### config.mk
export PLATFORM = sky130hd
export DESIGN_NAME = sad_search_scheduler
export DESIGN_NICKNAME = d
export VERILOG_FILES = /design/src/rtl/sad_search_scheduler.sv
export SDC_FILE = /design/constraint.sdc
export NUM_CORES = 1
export LEC_CHECK = 0
export CAP_MARGIN = 40
export CORE_AREA = 2 2 117 119
export DETAILED_ROUTE_END_ITERATION = 8
export DIE_AREA = 0 0 119 121
export PLACE_DENSITY = 0.86
export SYNTH_ARGS = -nofsm -noshare
export SYNTH_HDL_FRONTEND = slang
export SYNTH_SLANG_ARGS = --single-unit
### constraint.sdc
create_clock -name Clk -period 3 [get_ports Clk]
set_clock_uncertainty 0.1 [all_clocks]
set_input_delay 0.6 -clock Clk [delete_from_list [all_inputs] [get_ports Clk]]
set_output_delay 0.6 -clock Clk [all_outputs]
set_load 0.03 [all_outputs]
### src/rtl/sad_search_scheduler.sv
// sad_search_scheduler: walks every candidate window position of a frame in
// raster order, issues each position once to the SAD datapath under a credit
// limit, tracks the minimum returned SAD and its coordinates, and freezes the
// main pipeline while a search runs.
//
// Ports:
//   Clk, Reset                    clock (rising edge), async active-low reset
//   Start                         start a search (sampled only when idle)
//   FrameRows/FrameCols           frame dimensions
//   WinRows/WinCols               search window dimensions
//   IssueValid/IssueReady         position handshake, IssueX/IssueY candidate
//   ResultValid/ResultSAD/X/Y     in-order tagged SAD results
//   Busy, Stall, Done, Error      status (Stall is combinational)
//   BestSAD/BestX/BestY           minimum SAD found and its position
module sad_search_scheduler #(
  parameter int unsigned COORD_W      = 10,
  parameter int unsigned SAD_W        = 32,
  parameter int unsigned MAX_INFLIGHT = 4
) (
  input  logic               Clk,
  input  logic               Reset,
  input  logic               Start,
  input  logic [COORD_W-1:0] FrameRows,
  input  logic [COORD_W-1:0] FrameCols,
  input  logic [COORD_W-1:0] WinRows,
  input  logic [COORD_W-1:0] WinCols,
  input  logic               IssueReady,
  output logic               IssueValid,
  output logic [COORD_W-1:0] IssueX,
  output logic [COORD_W-1:0] IssueY,
  input  logic               ResultValid,
  input  logic [SAD_W-1:0]   ResultSAD,
  input  logic [COORD_W-1:0] ResultX,
  input  logic [COORD_W-1:0] ResultY,
  output logic               Busy,
  output logic               Stall,
  output logic               Done,
  output logic               Error,
  output logic [SAD_W-1:0]   BestSAD,
  output logic [COORD_W-1:0] BestX,
  output logic [COORD_W-1:0] BestY
);

  localparam int unsigned CNT_W = $clog2(MAX_INFLIGHT + 1);

  typedef enum logic [1:0] {
    IDLE  = 2'd0,
    ISSUE = 2'd1,
    DRAIN = 2'd2,
    DONE  = 2'd3
  } state_t;

  state_t             state_q, state_d;
  logic [COORD_W-1:0] x_q, x_d, y_q, y_d;
  logic [COORD_W-1:0] x_max_q, x_max_d, y_max_q, y_max_d;
  logic [CNT_W-1:0]   inflight_q, inflight_d;
  logic               issue_valid_d, busy_d, done_d, error_d;
  logic [SAD_W-1:0]   best_sad_d;
  logic [COORD_W-1:0] best_x_d, best_y_d;
  logic               fire_c, result_ok_c, cfg_bad_c;

  // Candidate position is the walk register itself, so it holds until fire.
  assign IssueX = x_q;
  assign IssueY = y_q;

  // Pipeline freezes in the very cycle a Start is accepted.
  assign Stall = Busy | ((state_q == IDLE) & Start & Reset);

  // A result issued and returned in the same cycle is legitimate even with
  // no registered credit outstanding, so it counts alongside the fire.
  assign fire_c      = (state_q == ISSUE) & IssueValid & IssueReady;
  assign result_ok_c = ResultValid & ((inflight_q != CNT_W'(0)) | fire_c);
  assign cfg_bad_c   = (WinRows == '0) | (WinCols == '0) |
                       (WinRows > FrameRows) | (WinCols > FrameCols);

  // Next-state and next-output logic.
  always_comb begin
    state_d       = state_q;
    x_d           = x_q;
    y_d           = y_q;
    x_max_d       = x_max_q;
    y_max_d       = y_max_q;
    inflight_d    = inflight_q;
    error_d       = Error;
    best_sad_d    = BestSAD;
    best_x_d      = BestX;
    best_y_d      = BestY;
    issue_valid_d = 1'b0;
    busy_d        = 1'b0;
    done_d        = 1'b0;

    // Credit accounting: simultaneous fire and result cancel.
    if (fire_c && !result_ok_c) begin
      inflight_d = inflight_q + CNT_W'(1);
    end else if (!fire_c && result_ok_c) begin
      inflight_d = inflight_q - CNT_W'(1);
    end

    // Strict less-than keeps the earliest result on ties.
    if (result_ok_c && (ResultSAD < BestSAD)) begin
      best_sad_d = ResultSAD;
      best_x_d   = ResultX;
      best_y_d   = ResultY;
    end

    unique case (state_q)
      IDLE: begin
        if (Start) begin
          if (cfg_bad_c) begin
            error_d = 1'b1;
            state_d = DONE;
          end else begin
            error_d    = 1'b0;
            best_sad_d = '1;
            best_x_d   = '0;
            best_y_d   = '0;
            x_d        = '0;
            y_d        = '0;
            x_max_d    = FrameCols - WinCols;
            y_max_d    = FrameRows - WinRows;
            state_d    = ISSUE;
          end
        end
      end
      ISSUE: begin
        if (fire_c) begin
          if (x_q == x_max_q) begin
            x_d = '0;
            if (y_q == y_max_q) begin
              state_d = DRAIN;
            end else begin
              y_d = y_q + COORD_W'(1);
            end
          end else begin
            x_d = x_q + COORD_W'(1);
          end
        end
      end
      DRAIN: begin
        if (inflight_q == CNT_W'(0)) begin
          state_d = DONE;
        end
      end
      DONE: begin
        state_d = IDLE;
      end
      default: begin
        state_d = IDLE;
      end
    endcase

    busy_d        = (state_d == ISSUE) || (state_d == DRAIN);
    done_d        = (state_d == DONE);
    issue_valid_d = (state_d == ISSUE) && (inflight_d < CNT_W'(MAX_INFLIGHT));
  end

  // State and output registers.
  always_ff @(posedge Clk or negedge Reset) begin
    if (!Reset) begin
      state_q    <= IDLE;
      x_q        <= '0;
      y_q        <= '0;
      x_max_q    <= '0;
      y_max_q    <= '0;
      inflight_q <= '0;
      IssueValid <= 1'b0;
      Busy       <= 1'b0;
      Done       <= 1'b0;
      Error      <= 1'b0;
      BestSAD    <= '1;
      BestX      <= '0;
      BestY      <= '0;
    end else begin
      state_q    <= state_d;
      x_q        <= x_d;
      y_q        <= y_d;
      x_max_q    <= x_max_d;
      y_max_q    <= y_max_d;
      inflight_q <= inflight_d;
      IssueValid <= issue_valid_d;
      Busy       <= busy_d;
      Done       <= done_d;
      Error      <= error_d;
      BestSAD    <= best_sad_d;
      BestX      <= best_x_d;
      BestY      <= best_y_d;
    end
  end

endmodule

==> impl_summary.md, run 1 <==
Outcome
The run finished with clean final reports.

Clocking
The number of levels the H-tree was split into is 3. TritonCTS created 9 clock buffers. After clock tree synthesis, the flow added hold-fix buffers numbering 0.

The clock passes through at most 2 buffers. The clock tree root driver cell is sky130_fd_sc_hd__clkbuf_16. The CTS clock-pin slew for the worst setup and hold paths is 0.07 ns. The clock tree from TritonCTS is done. The clock reaches the later pin of the worst-skew pair after 0.35 ns. The total clock sinks is 101.

Logic synthesis
The number of nets handed over by synthesis was 851. The synthesized area per cell is 9.082 um^2. The most used flip-flop cell after synthesis is sky130_fd_sc_hd__dfrtp_1. The synthesized design contains 0 enable-type register cells. The sequential share of the synthesized area is 40.85%.

The cell taking the most area after synthesis is sky130_fd_sc_hd__dfrtp_1. The async set-or-reset flop fraction in the synthesized netlist is 100.0%. Synthesis inferred 101 register bits.

By count the netlist is led by 69 x sky130_fd_sc_hd__dfrtp_1, 69 x sky130_fd_sc_hd__nand2_1, 62 x sky130_fd_sc_hd__inv_1. The total number of yosys warnings is 0. The mapped netlist covers 0.006285 mm^2.

The proportion of netlist area held by the largest area contributor is 27.47%. Sorting the synthesized cells by area gives the leading types as sky130_fd_sc_hd__dfrtp_1 27%, sky130_fd_sc_hd__dfstp_2 13%, sky130_fd_sc_hd__ha_1 12%. Synthesis produced 692 cells. The count of unique library cells instantiated by Yosys is 64.

Cells and area
The count of fill cells added during filler insertion is 926. The number of antenna diodes in the final layout is 0. The area overhead of the layout relative to synthesis is 49.15%. The sequential cells in the finished layout cover a total of 0.002567 mm^2. The final core area utilization is 71.64%. The share of final-layout standard cells stronger than drive strength 1 is 16.77%.

The final layout net count is 1090. The multi-input gate area in the final layout is 0.003456 mm^2. The post-route cell area is 0.009374 mm^2.

Setup path
The capturing element type of the critical path is a flop. The critical path startpoint category is an input pin. In this design, the stage delay of the slowest critical-path cell is 0.46 ns. Data on the critical path arrives at its endpoint at 3.16 ns. The worst setup slack for register-to-register paths is 0.18 ns. The setup path with the least slack is of type input pin to flop. The signal on the critical path passes through clkdlybuf4s50_1, inv_1, ha_2, fa_2, nand2b_4, a21oi_4, o2111ai_2, a21oi_2, buf_6, buf_12, nand3_4, buf_16, a31oi_1. Among all stages on the critical path, the largest delay is contributed by sky130_fd_sc_hd__clkdlybuf4s50_1. The top fanout value on the critical path is 29.

The launch point of the critical path is FrameCols[0]. The worst reg2reg path startpoint is BestSAD[19]. The data required time at the worst endpoint is 3.17 ns.

Timing
Headroom to the max-slew limit came out at 48.60%. The final count of pins violating max slew is 0. Setup repair after global routing could not meet its margin everywhere. At the pin with the least slew margin, the transition time is 0.7711 ns. The number of hold violations in the final report is 0.

The worst path uses 99.61% of the clock period. The count of endpoints failing setup in the final report is 0. Counting I/O delays and the setup requirement, the final critical path takes 2.988 ns. The maximum clock frequency is 334.6 MHz.

Detailed routing
The post-detailed-route wirelength per cell is 17.34 um. Once detail routing completed, the nets flagged for antenna violations numbered 0. The via count normalized by instance count is 5.644. The first routing iteration left 509 violations. The final route contains 6276 vias. The routed wire length is 19.29 mm. The DRC violation count after routing is 0.

The first detailed-routing pass ran for 5 iterations.

Placed design
The final HPWL from detailed placement is 13.10 mm. Port buffering added 173 buffers. The congestion estimate from routability-driven global placement came to 0.9102. In this run the cell area measured after placement is 0.008706 mm^2.

Die
During I/O placement, the number of pins put on the boundary was 174. The number of rows in the core area is 42. The core region is 0.01309 mm^2. The starting density of the core is 48.03%. The die covers 0.01440 mm^2. The die span in y is 121 um. The width of the chip is 119 um.

Global route
The number of global-route vias before repair is 6002. Entering global routing, the biggest net connects 62 pins. The number of antenna violations at the first check in global routing is 0. After global routing the overflow that remains totals 0. The total global routing track utilization is 25.00%. The first global-routing pass estimated 28.89 mm of wire.

Run
The reported max-cap violation count is 0.

Hold path
The path type of the worst min-delay path is input pin to asynchronous set/reset pin.

Power and ir drop
For this design the static power due to leakage is 4.410 nW. In this run the power density over the cells is 855.5 mW/mm^2. The maximum resistive drop on vdd is 0.4263 mV.
## stage by stage
stage | cells | TNS, ns | hold WS [ns] | power [W] | worst slack [ns]
finish | 1112 | 0 | 0.2356 | 0.008020 | 0.01174
global placement | 1079 | -30.02 | 0.3715 | 0.006502 | -0.3989
global route | 1112 | -2.700 | 0.2713 | 0.008490 | -0.1259
CTS | 1101 | -0.07287 | 0.2506 | 0.007794 | -0.01252
floorplan | 692 | 0 | 0.2044 | 0.005000 | 0.07295
detailed placement | 1079 | -37.23 | 0.3829 | 0.006656 | -0.4998
## critical path: cells and delay by family
| family | cells | cell delay (ns) |
|---|---|---|
| fa+ha+maj | 2 | 0.53 |
| simple gates | 2 | 0.28 |
| buf+inv | 5 | 0.97 |
| compound gates | 4 | 0.76 |
## where the power goes
part,leakage (nW),total (W),switching (W),internal [W]
clock network,0.131,0.00108,0.000496,0.000585
logic,3.08,0.00440,0.00246,0.00194
registers,1.20,0.00254,0.000457,0.00208
## worst paths after layout
check	to	depth (start not counted)
setup / recovery	BestSAD[15]	13
hold / removal	IssueX[0]	2
setup reg to reg	BestSAD[20]	11
hold reg to reg	inflight_q[2]	1
max in group asynchronous	x_max_q[5]	3
min in group Clk	inflight_q[2]	1
## per-layer routing
layer  wire length, um  part of all wire, %  GRT usage, %
met1              7865                   41         31.95
met2              9801                   51         42.53
met3              1000                  5.2         3.148
met4               617                  3.2         11.31
met5                 0                    0             0
## cells by family after synthesis
family                     share of synthesized area [%]
muxes                                             0.3384
AOI/OAI and AO/OA                                  16.58
buffers and inverters                              6.251
and+or+nand+nor                                    18.24
DFF                                                40.85
adders and majority gates                          12.58
xor gates and xnor gates                           5.156
## repair_timing
item                                    4_1_cts  5_1_grt
endpoints found under the setup margin       78       87
pin swaps                                     6       10
gates cloned                                  3        5
gates resized for setup                       9       23
setup buffers                                 3        6
## layout make-up
cell class	count	area share (%)
well taps	176	2.349
flip-flops and latches	101	27.39
clock inverters	2	0.1068
repair buffers	258	28.06
inverters	63	2.523
clock buffers	14	2.710
multi-input cells	498	36.87
## cell usage in the layout, fill, tap and decap left out, types with 9 or more instances in the layout
| cell type | count |
|---|---|
| sky130_fd_sc_hd__buf_12 | 9 |
| sky130_fd_sc_hd__a21oi_1 | 21 |
| sky130_fd_sc_hd__nand3_1 | 30 |
| sky130_fd_sc_hd__nand4_1 | 14 |
| sky130_fd_sc_hd__clkdlybuf4s50_1 | 169 |
| sky130_fd_sc_hd__o21ai_0 | 19 |
| sky130_fd_sc_hd__xor2_1 | 24 |
| sky130_fd_sc_hd__a21o_1 | 10 |
| sky130_fd_sc_hd__o21ai_1 | 36 |
| sky130_fd_sc_hd__nand2_1 | 69 |
| sky130_fd_sc_hd__clkbuf_16 | 14 |
| sky130_fd_sc_hd__buf_4 | 66 |
| sky130_fd_sc_hd__dfrtp_1 | 69 |
| sky130_fd_sc_hd__xnor2_1 | 13 |
| sky130_fd_sc_hd__a31oi_1 | 32 |
| sky130_fd_sc_hd__inv_1 | 62 |
| sky130_fd_sc_hd__ha_1 | 58 |
| sky130_fd_sc_hd__dfstp_2 | 32 |
| sky130_fd_sc_hd__nor3_1 | 39 |
| sky130_fd_sc_hd__nor2_1 | 27 |
| sky130_fd_sc_hd__nor4_1 | 10 |
## state kept, by name, indices dropped and copies added (netlist names)
register,cells
BestSAD,32
BestX,10
BestY,10
IssueX,10
IssueY,10
x_max_q,10
y_max_q,10
inflight_q,3
state_q,2
Busy,1
Done,1
Error,1
IssueValid,1
No activity file was read; power rests on OpenSTA's default activity.
==> run 2, diff against run 1 <==
CAP_MARGIN = 0   (was 40)
==> results of run 2 <==
Same layout as run 1: the final DEF is identical, and so are final timing and power.
